### config.mk
export PLATFORM = sky130hd
export DESIGN_NAME = debug_display_select_flat
export DESIGN_NICKNAME = d
export VERILOG_FILES = /design/src/rtl/debug_display_if.sv /design/src/rtl/debug_display_select.sv /design/src/flat_wrapper.sv
export SDC_FILE = /design/constraint.sdc
export NUM_CORES = 1
export LEC_CHECK = 0
export ABC_AREA = 1
export BUFFER_PORTS_ARGS = -buffer_cell sky130_fd_sc_hd__buf_2
export CAP_MARGIN = 20
export CORE_MARGIN = 2
export CORE_UTILIZATION = 43
export CTS_CLUSTER_DIAMETER = 40
export DETAILED_ROUTE_END_ITERATION = 10
export MAX_ROUTING_LAYER = met4
export PLACE_DENSITY = 0.78
export SLEW_MARGIN = 20
export SYNTH_ARGS = -nofsm -noshare
export SYNTH_HDL_FRONTEND = slang
export SYNTH_SLANG_ARGS = --single-unit
### constraint.sdc
create_clock -name clk -period 1.69 [get_ports clk]
set_input_delay 0.2535 -clock clk [delete_from_list [all_inputs] [get_ports clk]]
set_output_delay 0.2535 -clock clk [all_outputs]
set_load 0.01 [all_outputs]
### src/rtl/debug_display_if.sv
// Debug-word bus between the processor core and the display selector.
// The master drives the debug words and the raw controls; the slave returns the display word and page.
interface debug_display_if;
  logic [31:0] pc;
  logic [31:0] instr;
  logic [31:0] alu_result;
  logic [31:0] wb_data;
  logic        next_btn;
  logic        freeze_sw;
  logic [31:0] display;
  logic [1:0]  page;

  modport master (
    output pc, instr, alu_result, wb_data, next_btn, freeze_sw,
    input  display, page
  );

  modport slave (
    input  pc, instr, alu_result, wb_data, next_btn, freeze_sw,
    output display, page
  );
endinterface

### src/rtl/debug_display_select.sv
// Selects one of four debug words for the hex/LED display.
// The word is picked by a debounced page button and can be held by a freeze switch.
module debug_display_select #(
  parameter int DEBOUNCE_CYCLES = 500000
) (
  input  logic            clk,
  input  logic            rst,
  debug_display_if.slave  dbg
);
  localparam int CW = $clog2(DEBOUNCE_CYCLES);
  localparam logic [CW-1:0] CNT_LAST = CW'(DEBOUNCE_CYCLES - 1);

  logic          btn_s1_q, btn_s_q;
  logic          frz_s1_q;
  logic          stable_q, stable_d;
  logic [CW-1:0] cnt_q, cnt_d;
  logic [1:0]    page_q, page_d;
  logic [31:0]   display_q, display_d;
  logic          frozen_d;
  logic          press;
  logic [23:0]   sel;

  // display_q[31] is the second synchronizer flop for freeze_sw, so frozen
  // and the displayed status bit can never disagree.
  assign frozen_d = frz_s1_q;

  always_comb begin
    stable_d = stable_q;
    cnt_d    = '0;
    press    = 1'b0;
    if (btn_s_q != stable_q) begin
      if (cnt_q == CNT_LAST) begin
        stable_d = btn_s_q;
        press    = btn_s_q;
      end else begin
        cnt_d = cnt_q + 1'b1;
      end
    end
  end

  // A press accepted on the same edge freeze asserts is dropped, not queued.
  assign page_d = (press && !frozen_d) ? page_q + 2'd1 : page_q;

  always_comb begin
    sel = '0;
    case (page_d)
      2'd0: sel = dbg.pc[23:0];
      2'd1: sel = dbg.instr[23:0];
      2'd2: sel = dbg.alu_result[23:0];
      2'd3: sel = dbg.wb_data[23:0];
      default: sel = '0;
    endcase
  end

  always_comb begin
    if (frozen_d)
      display_d = {1'b1, display_q[30:0]};
    else
      display_d = {1'b0, 3'b000, 4'b0001 << page_d, sel};
  end

  always_ff @(posedge clk or posedge rst) begin
    if (rst) begin
      btn_s1_q  <= 1'b0;
      btn_s_q   <= 1'b0;
      frz_s1_q  <= 1'b0;
      stable_q  <= 1'b0;
      cnt_q     <= '0;
      page_q    <= 2'd0;
      display_q <= '0;
    end else begin
      btn_s1_q  <= dbg.next_btn;
      btn_s_q   <= btn_s1_q;
      frz_s1_q  <= dbg.freeze_sw;
      stable_q  <= stable_d;
      cnt_q     <= cnt_d;
      page_q    <= page_d;
      display_q <= display_d;
    end
  end

  assign dbg.display = display_q;
  assign dbg.page    = page_q;
endmodule
### src/flat_wrapper.sv
// flat-port wrapper written by rule: the top's interface ports become plain ports
module debug_display_select_flat 
#(
  parameter int DEBOUNCE_CYCLES = 500000
)
  (clk, rst, dbg_pc, dbg_instr, dbg_alu_result, dbg_wb_data, dbg_next_btn, dbg_freeze_sw, dbg_display, dbg_page);
  debug_display_if dbg_i ();
  input  logic clk;
  input  logic rst;
  input wire logic [$bits(dbg_i.pc)-1:0] dbg_pc;
  input wire logic [$bits(dbg_i.instr)-1:0] dbg_instr;
  input wire logic [$bits(dbg_i.alu_result)-1:0] dbg_alu_result;
  input wire logic [$bits(dbg_i.wb_data)-1:0] dbg_wb_data;
  input wire logic [$bits(dbg_i.next_btn)-1:0] dbg_next_btn;
  input wire logic [$bits(dbg_i.freeze_sw)-1:0] dbg_freeze_sw;
  output wire logic [$bits(dbg_i.display)-1:0] dbg_display;
  output wire logic [$bits(dbg_i.page)-1:0] dbg_page;
  assign dbg_i.pc = dbg_pc;
  assign dbg_i.instr = dbg_instr;
  assign dbg_i.alu_result = dbg_alu_result;
  assign dbg_i.wb_data = dbg_wb_data;
  assign dbg_i.next_btn = dbg_next_btn;
  assign dbg_i.freeze_sw = dbg_freeze_sw;
  assign dbg_display = dbg_i.display;
  assign dbg_page = dbg_i.page;
  debug_display_select #(.DEBOUNCE_CYCLES(DEBOUNCE_CYCLES)) u_core (.clk(clk), .rst(rst), .dbg(dbg_i));
endmodule
==> flow_metrics.tcl <==
set metrics [dict create \
    status "finished with violations" \
    violations "setup timing" \
    clock-root-buffer "clkbuf_8" \
    clk_path_buf_depth 2 \
    design.core.area_mm2 0.00781 \
    fin_crit_sh_pct 113 \
    antenna_found_initial 0 \
    worstPathArrival_ns 2.12 \
    cts_tree "built" \
    pwr_density_cell_mw_per_mm2 532 \
    timing.slew.headroom_pct 60.3 \
    grt_use_total_pct 23.6 \
    firstDrtPassIters 4 \
    min_path_type "input pin to flop" \
    numCtsBuffers 5 \
    finalHoldWorstSlack_ns 0.0476 \
    grt_pass1_wl_mm 16.2 \
    rows 32 \
    dpl_worst_slack_ns -0.202 \
    clk_pin_slew_ns 0.10 \
    wl_per_cell_um 12.3 \
    dieArea_mm2 0.00886 \
    h-tree-depth 2 \
    ys_seq_area_share_pct 38.7 \
    min_path_cells 1 \
    setup_viol 32 \
    netlist_instances 535 \
    start_kind "flop" \
    place_congestion 0.878 \
    antenna_cells 0 \
    ys_types 28 \
    hpwlAfterDp_mm 7.09 \
    die_height_um 94.1 \
    reg2reg_depth 13 \
    leakage_uw 0.00274 \
    grt_overflow_total 0 \
    crit_path_max_fanout 24 \
    drv_cap 0 \
    portBuffers 130 \
    vias_per_cell 4.86 \
    ys_warn_count 0 \
    worst_pin_slew_ns 0.595 \
    p_seq_share_pct 53.9 \
    switchingPower_uw 697 \
    power.internal_uw 1880 \
    synth.ff_latch_count 54 \
    irDropWorstVdd_v 0.000291 \
    hold_viol_final 0 \
    grt_max_degree 58 \
    combPwrFrac_pct 15.8 \
    crit_type "flop to flop" \
    clk_latency_ns 0.32 \
    cts.sinks 54 \
    nets 833 \
    routed_wl_mm 9.87 \
    finalCriticalPeriod_ns 1.91 \
    netlist_area_mm2 0.00349 \
    swShare_pct 27.0 \
    final_cell_mix "nand2_1 (188), buf_2 (130), inv_1 (67), nor2_1 (67), dfrtp_1 (53)" \
    initial_utilization_pct 44.7 \
    drt_iter0_drc 126 \
    worst_setup_path_end_kind "flop" \
    syn_avg_cell_area_um2 6.53 \
    final_common_cell "nand2_1" \
    setup_slack_ns -0.224 \
    dieWidth_um 94.1 \
    drc 0 \
    antenna_left 0 \
    pin_count 166 \
    clock_skew_ns 0.0155 \
    clkPwrFrac_pct 30.3 \
    rsz0062_at_grt "yes" \
    num_vias 3904 \
    syn2layout_area_growth_pct 38.7 \
    fmax_ghz 0.522 \
    layout-drive-gt1-share_pct 34.0 \
    first_global_vias 3618 \
    final_max_slew_viol_count 0 \
    crit_required_ns 1.90 \
]
-- critical path, cell delays in order (launching register included) --
cell and delay, ns:
dfrtp_1 0.37, ha_2 0.19, nand3_2 0.08, nor3_1 0.22, nand3_1 0.16, nand2_4 0.14, nand2_4 0.08, nand3_4 0.12
buf_12 0.17, nand2_1 0.06, inv_1 0.05, nand2_1 0.05, nand2_1 0.06, nand2_1 0.05
-- cell usage after synthesis --
library cell / count / area share (%)
nor2_4: 1 / 0.32
conb_1: 1 / 0.11
buf_1: 1 / 0.11
and3_1: 1 / 0.18
a211oi_1: 2 / 0.43
nor2_1: 79 / 8.5
nand3_1: 9 / 1.3
nand2_1: 193 / 21
inv_2: 5 / 0.54
a21oi_1: 9 / 1.3
xor2_1: 5 / 1.3
buf_4: 6 / 1.3
nor2_2: 2 / 0.36
nand3_2: 5 / 1.4
inv_1: 71 / 7.6
buf_2: 9 / 1.3
ha_1: 1 / 0.36
o21a_1: 1 / 0.21
xnor2_1: 3 / 0.75
clkbuf_1: 12 / 1.3
dfrtp_1: 54 / 39
o31ai_1: 2 / 0.43
nand2_4: 1 / 0.32
or2_1: 1 / 0.18
nand4_1: 49 / 8.8
nor3_1: 3 / 0.43
buf_6: 3 / 0.97
o21ai_0: 6 / 0.86
-- worst paths after layout --
check | to | slack (ns) | start
max | u_core.dbg.display[22] | -0.22 | u_core.cnt_q[0]
min | u_core.btn_s1_q | 0.05 | dbg_next_btn
max reg2reg | u_core.dbg.display[22] | -0.22 | u_core.cnt_q[0]
min reg2reg | u_core.btn_s_q | 0.36 | u_core.btn_s1_q
max in group asynchronous | u_core.dbg.display[24] | 0.76 | rst
min in group asynchronous | u_core.dbg.display[16] | 0.41 | rst
-- logic make-up after synthesis --
family                   count (synthesis)  synth area share [%]
flip-flops                              54                  38.7
adder cells (fa/ha/maj)                  1                 0.358
AND/OR/NAND/NOR                        344                  42.5
XOR/XNOR                                 8                  2.01
other                                    1                 0.107
AO/OA/AOI/OAI                           20                  3.22
buffers and inverters                  107                  13.1
-- power by group through the flow --
stage               clock [uW]  sequential [uW]  combinational (uW)
floorplan                    0             1440                 150
detailed placement           0             1410                 401
finish                     781             1390                 407
CTS                        800             1390                 403
global placement             0             1410                 393
global route               840             1400                 458
-- per-layer routing --
metal  vias up  track usage [%]  share of wire (%)
met4         0             7.73                1.7
met3        14             5.14                5.7
met5         -                -                  0
li1       1978                -                  -
met1      1793             28.6                 43
met2       119             39.1                 50
-- flip-flops by register name (all words and copies together) (netlist names) --
name                cells
u_core.stable_q         1
u_core.cnt_q           19
u_core.dbg.page         2
u_core.btn_s1_q         1
u_core.dbg.display     29
u_core.frozen_d         1
u_core.btn_s_q          1
-- cell type report --
type / instances / area (um2)
fill: 715 / 2960
tap: 102 / 128
clock buffer: 6 / 82.6
sequential: 54 / 1350
clock inverter: 2 / 12.5
inverter: 76 / 288
multi-input combinational: 376 / 1820
timing repair buffer: 187 / 1160
-- through the flow --
| step | TNS (ns) | utilization [%] | instances | area, um2 | power [uW] |
|---|---|---|---|---|---|
| 4_1_cts | -4.24 | 60.1 | 798 | 4690 | 2590 |
| 3_3_place_gp | -2.65 | 57.9 | 786 | 4520 | 1810 |
| 6_report | -5.38 | 62.1 | 803 | 4840 | 2580 |
| 2_1_floorplan | -2.91 | - | 537 | 3520 | 1590 |
| 3_5_place_dp | -4.43 | 57.9 | 786 | 4520 | 1810 |
| 5_1_grt | -10.42 | 62.1 | 803 | 4840 | 2700 |
-- timing repair --
action	4_1_cts	5_1_grt
endpoints found under the setup margin	30	40
hold buffers	1	0
endpoints found under the hold margin	9	0
setup buffers	3	7
pin swaps	7	11
gates resized for setup	13	35
Power figures use the tool's default switching activity.
